[src/rtl/counter_pkg.sv]
// Shared types and constants for the counter sequencer and its counter core.
package counter_pkg;

    // Default counter width
    localparam int CNT_W = 4;

    // Sequencer states
    typedef enum logic [1:0] {
        IDLE = 2'd0,
        RUN  = 2'd1,
        HOLD = 2'd2,
        DONE = 2'd3
    } state_e;

endpackage

[src/rtl/counter_core.sv]
// W-bit binary up-counter built from per-bit flops with AND-chain toggle logic.
// clr_i forces zero, en_i increments by one, otherwise the value is held.
module counter_core
    import counter_pkg::*;
#(
    parameter int W = CNT_W
) (
    input  logic         clk,
    input  logic         rst_n,
    input  logic         clr_i,
    input  logic         en_i,
    output logic [W-1:0] q_o
);

    logic [W-1:0] q_q;
    logic [W-1:0] q_d;
    logic [W-1:0] toggle;

    // Bit i toggles when counting is enabled and every lower bit is one
    assign toggle[0] = en_i;
    for (genvar i = 1; i < W; i++) begin : g_toggle
        assign toggle[i] = en_i & (&q_q[i-1:0]);
    end

    // Next value: clear has priority over increment
    always_comb begin
        q_d = q_q ^ toggle;
        if (clr_i) begin
            q_d = '0;
        end
    end

    // One flop per bit, each with its own asynchronous reset leg
    for (genvar i = 0; i < W; i++) begin : g_bit
        logic bit_q;

        // Per-bit storage cell
        always_ff @(posedge clk or negedge rst_n) begin
            if (!rst_n) begin
                bit_q <= 1'b0;
            end else begin
                bit_q <= q_d[i];
            end
        end

        assign q_q[i] = bit_q;
    end

    assign q_o = q_q;

endmodule

[src/rtl/counter_ctrl.sv]
// Sequencer for the W-bit up-counter: accepts a terminal-count configuration
// over valid/ready, runs the counter one-shot or auto-reload with start/stop/
// pause control, and reports terminal-count ticks and completion.
module counter_ctrl
    import counter_pkg::*;
#(
    parameter int W = CNT_W
) (
    input  logic         clk,
    input  logic         reset,
    input  logic         cfg_valid,
    output logic         cfg_ready,
    input  logic [W-1:0] cfg_limit,
    input  logic         cfg_autoreload,
    input  logic         start,
    input  logic         stop,
    input  logic         pause,
    output logic [W-1:0] count,
    output logic         busy,
    output logic         tick,
    output logic         done
);

    state_e       state_q;
    state_e       state_d;
    logic [W-1:0] limit_q;
    logic [W-1:0] limit_d;
    logic         auto_q;
    logic         auto_d;
    logic [W-1:0] cnt;
    logic         cnt_clr;
    logic         cnt_en;
    logic         xfer;
    logic         terminal;

    // Configuration is only accepted while no run is in progress
    assign cfg_ready = (state_q == IDLE) || (state_q == DONE);
    assign xfer      = cfg_valid && cfg_ready;

    // The config registers load on the very edge that enters RUN, so a
    // transfer coinciding with start already governs the first RUN cycle.
    assign limit_d = xfer ? cfg_limit      : limit_q;
    assign auto_d  = xfer ? cfg_autoreload : auto_q;

    assign terminal = (cnt == limit_q);

    // Next-state and counter control; priority stop > start > terminal > pause > increment
    always_comb begin
        state_d = state_q;
        cnt_clr = 1'b0;
        cnt_en  = 1'b0;
        unique case (state_q)
            IDLE: begin
                if (start && !stop) begin
                    state_d = RUN;
                    cnt_clr = 1'b1;
                end
            end
            RUN: begin
                if (stop) begin
                    state_d = IDLE;
                    cnt_clr = 1'b1;
                end else if (terminal && auto_q) begin
                    cnt_clr = 1'b1;
                end else if (terminal) begin
                    state_d = DONE;
                end else if (pause) begin
                    state_d = HOLD;
                end else begin
                    cnt_en = 1'b1;
                end
            end
            HOLD: begin
                if (stop) begin
                    state_d = IDLE;
                    cnt_clr = 1'b1;
                end else if (!pause) begin
                    state_d = RUN;
                end
            end
            DONE: begin
                if (stop) begin
                    state_d = IDLE;
                    cnt_clr = 1'b1;
                end else if (start) begin
                    state_d = RUN;
                    cnt_clr = 1'b1;
                end
            end
            default: begin
                state_d = IDLE;
                cnt_clr = 1'b1;
            end
        endcase
    end

    // State and configuration registers
    always_ff @(posedge clk or negedge reset) begin
        if (!reset) begin
            state_q <= IDLE;
            limit_q <= '1;
            auto_q  <= 1'b0;
        end else begin
            state_q <= state_d;
            limit_q <= limit_d;
            auto_q  <= auto_d;
        end
    end

    counter_core #(
        .W(W)
    ) u_core (
        .clk   (clk),
        .rst_n (reset),
        .clr_i (cnt_clr),
        .en_i  (cnt_en),
        .q_o   (cnt)
    );

    assign count = cnt;
    assign busy  = (state_q == RUN) || (state_q == HOLD);
    assign tick  = (state_q == RUN) && terminal;
    assign done  = (state_q == DONE);

endmodule
[config.mk]
export PLATFORM = sky130hd
export DESIGN_NAME = counter_ctrl
export DESIGN_NICKNAME = d
export VERILOG_FILES = /design/src/rtl/counter_pkg.sv /design/src/rtl/counter_core.sv /design/src/rtl/counter_ctrl.sv
export SDC_FILE = /design/constraint.sdc
export NUM_CORES = 1
export LEC_CHECK = 0
export CORE_MARGIN = 1.5
export CORE_UTILIZATION = 40
export DETAILED_ROUTE_END_ITERATION = 10
export GPL_TIMING_DRIVEN = 0
export PLACE_DENSITY = 0.64
export REMOVE_ABC_BUFFERS = 1
export SETUP_SLACK_MARGIN = 0.15
export SLEW_MARGIN = 20
export SYNTH_ARGS = -nofsm -noshare
export SYNTH_HDL_FRONTEND = slang
export SYNTH_HIERARCHICAL = 1
export SYNTH_SLANG_ARGS = --single-unit
[constraint.sdc]
create_clock -name clk -period 3.1 [get_ports clk]
set_input_delay 0.62 -clock clk [delete_from_list [all_inputs] [get_ports clk]]
set_output_delay 0.62 -clock clk [all_outputs]
set_load 0.03 [all_outputs]
* Word level (Yosys, flattened, before mapping) *
Index checks and enable logic that the tools add are counted.

word-level totals
  output and inout bits = 8
  latch bits = 0
  bits in read-only memories = 0
  bits in writable memories = 0
  register bits after elaboration = 11
  memories = 0

cells by class
  reduce and logical (&&, ||, !) cells = 11
  equal/unequal tests = 9
  multiplexer cells = 23
  shift-type cells = 0
  divide/modulo/power cells = 0
  multiply operators = 0
  add/sub/neg operators = 0
  bitwise gates (word level) = 4
  $lt $le $gt $ge = 0

operators with widths
  operator                                                                  count
  2-bit 2-to-1 mux                                                          9
  1-bit 2-to-1 mux                                                          11
  3-bit inequality test (second input constant)                             3
  2-bit one-hot mux with 4 select lines                                     1
  5-bit AND reduction                                                       1
  2-bit == test (second input constant)                                     2
  4-bit == test                                                             1
  1-bit logical AND                                                         4
  4-bit 2-to-1 mux                                                          1
  4-bit inequality test (second input constant)                             1
  1-bit one-hot mux with 4 select lines                                     1
  4-bit XOR                                                                 1
  1-bit bitwise AND                                                         3
  3-bit AND reduction                                                       1
  2-bit by 1-bit == test with 1-bit output (second input constant)          1
  2-bit zero test                                                           1
  1-bit logical OR                                                          2
  2-bit by 1-bit inequality test with 1-bit output (second input constant)  1
  2-bit AND reduction                                                       1
  1-bit zero test                                                           1

* Longest topological paths before layout *
  depth after elaboration = 8
  mapped depth = 8
  gate-level depth less buffers = 7

* Modules after synthesis *
Netlist, hierarchy kept.

by module, submodules not included
  module        area an instance (um^2)  instances  cells an instance
  counter_ctrl  490.5                    1          49
  counter_core  215.2                    1          20

* Worst setup path after synthesis *
No wires, ideal clock.

  path type = register -> register
  from = register u_core.g_bit[1].bit_q
  to = register u_core.g_bit[3].bit_q
  library setup time = 0.127 ns
  clock period less this slack = 2.277 ns
  arrival = 2.149 ns
  path slack = 0.823 ns
  stages on the path, launching flop included = 9
  buffers on the path = 1
  cell sequence = dfrtp_1 buf_4 xor2_1 nor4_2 and2_2 nand2_1 a31oi_1 nor2b_1 mux2_1

between the ends
  elaborated cells between the ends (all ways) = 13
  those cells by class = eq/ne: 1; mux: 8; bitwise: 2; reduce/logical: 2

RTL lines
  element                                line                RTL
  start, declared                        counter_core.sv:35  logic bit_q;
  start signal, assigned                 counter_core.sv:42  bit_q <= q_d[i];
  4-bit == test                          counter_ctrl.sv:45  assign terminal = (cnt == limit_q);
  1-bit logical AND                      counter_ctrl.sv:63  end else if (terminal && auto_q) begin
  1-bit 2-to-1 mux                       counter_ctrl.sv:63
  1-bit 2-to-1 mux                       counter_ctrl.sv:60  if (stop) begin
  1-bit one-hot mux with 4 select lines  counter_ctrl.sv:52  unique case (state_q)
  named net cnt_clr                      counter_ctrl.sv:31  logic cnt_clr;
  4-bit 2-to-1 mux                       counter_core.sv:28  if (clr_i) begin
  named net u_core.q_d[3]                counter_core.sv:16  logic [W-1:0] q_d;
  end signal, assigned                   counter_core.sv:42
  end, declared                          counter_core.sv:35

The timed path passes the listed nets, and every way through them passes these cells.
A chain may end at the register's enable or synchronous reset.

* Worst setup path after layout *
  from = register u_core.g_bit[1].bit_q
  to = output port tick

between the ends
  word-level cells in the longest chain between the ends = 2

RTL lines
  element            line                 RTL
  4-bit == test      counter_ctrl.sv:45
  1-bit logical AND  counter_ctrl.sv:122  assign tick = (state_q == RUN) && terminal;
  end, declared      counter_ctrl.sv:20   output logic tick,

Every way passes these cells.

==> metrics.cfg <==
[cts]
cts_setup_buffers=0
cts_tree=yes
cts_max_path_buffers=2
cts_sinks=11
root_buffer=clkbuf_4
cts_resized=0
insertion_delay_ps=270
hold_buffers=0
clk_pin_slew_worst_paths_ps=70
htreeDepth=1
cts_made_buffers=3

[logic_synthesis]
synth_common_cells=dfrtp_1, ha_1, inv_1, mux2_2
syn-cell-area_um2=706
ys_ff_latch=11
postSynthAreaPerCell_um2=10.2
yosysWarningCount=6
synth_cell_types=27
ys_top_cells_by_area=dfrtp_1, dfstp_2, ha_1
synth_ff_type=dfrtp_1
synth_edf_count=0
yosysTopAreaCell=dfrtp_1
synth_top_area_frac=0.248
yosysSeqAreaShare=0.397
synth.most_common_cell=dfrtp_1
synth_cells=69
synthArstFlopShare=1.00

[final_layout]
final_core_util=0.570
num_antenna_cells=0
fill_cells=153
fin_nets=104
stdcell_count=102
area_growth_pct=27.3
drive_gt1_frac=0.174

[outcome]
run_status=complete, no violations

[floorplanning]
die_height_um=45
die_area_um2=2030
die_w_um=45
initial_core_util=0.448
rows=14
core_area_um2=1580
ios=19

[timing]
tightest_slew_ps=504
hold_viol=0
finalWorstPathRequiredPeriod_ps=2800
max_slew_margin=0.663
setup_viol=0
fin_tns_setup_ps=0
whs_ps=565
fin_ws_ps=304
fin_worst_skew_ps=3.14
max_freq_ghz=0.358
drv_slew=0
rsz0062_at_grt=no
post-route-period-util=0.902

[detailed_routing]
drc=0
vias_per_cell=5.17
wl_per_cell_um=12.0
vias=527
routed_wl_mm=1.22
drtAntennaViolNets=0
firstDrtPassIters=4
drt_iter0_markers=10

[placement]
place_ws_ps=576
hpwlAfterDp_um=987
port_buffers=18
place_congestion=0.746
dpl.cell_count=98

[worst_setup_path]
startpoint_type=flip-flop
required_ps=2480
crit_fanout=5
arrival_ps=2180
critical_path_class=flip-flop to output pin
crit_path_end_kind=output pin

[pwr]
ir_worst_vdd_mv=0.565
p_leak_nw=0.395
power.density_nw_per_um2=888

[grt]
antenna_found_initial=0
grt_pass1_wl_mm=2.13
grt-ovfl-total=0
track_usage=0.149
grt_start_max_net_pins=12
grt_pass1_vias=510

[flow_run]
maxCapViolations=0

[hold_path]
hp-class=flip-flop to flip-flop

==> path summary, 6_finish.rpt <==
path,start,to,slack [ps],depth (start not counted)
min in group asynchronous,reset,u_core/g_bit[1].bit_q,690,1
worst min-delay path,auto_q,auto_q,570,2
worst max register to register,u_core/g_bit[1].bit_q,u_core/g_bit[3].bit_q,870,7
max in group asynchronous,reset,limit_q[0],2060,1
worst min register to register,auto_q,auto_q,570,2
worst max-delay path,u_core/g_bit[1].bit_q,tick,300,4
==> cells in the final DEF (no fill, tap or decap), types with 3 or more instances in the layout <==
cell and n:
nor2_1 4, xor2_1 4, o21ai_0 3, mux2_2 5
nor2b_1 4, dfstp_2 4, clkbuf_4 3, nand2_1 4
clkdlybuf4s50_1 18, inv_1 5, dfrtp_1 7, ha_1 6
==> where the power goes <==
group	switching [W]	leakage [nW]	internal [W]
combinational	0.000236	0.244	0.000202
sequential	0.0000442	0.135	0.000216
clock	0.0000491	0.0150	0.0000498
total	0.000330	0.395	0.000468
==> kinds of logic (layout without fill, tap and decap cells) <==
| kind of cell | count (synthesis) | in the layout | share of synthesized area |
|---|---|---|---|
| multiplexers | 8 | 8 | 0.124 |
| XOR/XNOR | 5 | 5 | 0.0621 |
| AND/OR/NAND/NOR | 19 | 19 | 0.149 |
| AO/OA/AOI/OAI | 10 | 10 | 0.0869 |
| adder cells (fa/ha/maj) | 6 | 6 | 0.106 |
| flip-flops | 11 | 11 | 0.397 |
| buffers and inverters | 10 | 27 | 0.0745 |
==> sequential cells by signal, indices dropped and copies added (netlist names) <==
| register | count |
|---|---|
| state_q | 2 |
| limit_q | 4 |
| u_core/g_bit.bit_q | 4 |
| auto_q | 1 |
==> layout make-up <==
class | instances | area, um2 | area share
Inverter | 5 | 18.8 | 0.0209
Clock buffer | 4 | 26.3 | 0.0292
Tap cell | 16 | 20.0 | 0.0223
Sequential cell | 11 | 280 | 0.312
Timing Repair Buffer | 18 | 180 | 0.201
Multi-Input combinational cell | 48 | 373 | 0.415
==> metrics by stage <==
stage                     total power [W]  area [um2]
final                            0.000798         898
after global routing             0.000864         898
after CTS                        0.000809         898
after detailed placement         0.000706         872
after global placement           0.000691         872
after floorplan                  0.000571         672
==> layer usage <==
layer  track usage  up-vias  routed length, um  part of all wire
li1              -      267                  -                 -
met1         0.179      243                599              0.49
met2         0.249       15                555              0.45
met3        0.0360        2                 54             0.044
met4        0.0706        0                 11            0.0090
met5             0        -                  0                 0
==> worst max-delay path, cell delays in order, from the launching register on <==
cell and delay (ps):
dfrtp_1 440, xor2_1 170, nor4_2 390, and2_2 230, clkdlybuf4s50_1 670
Power figures use the tool's default switching activity.
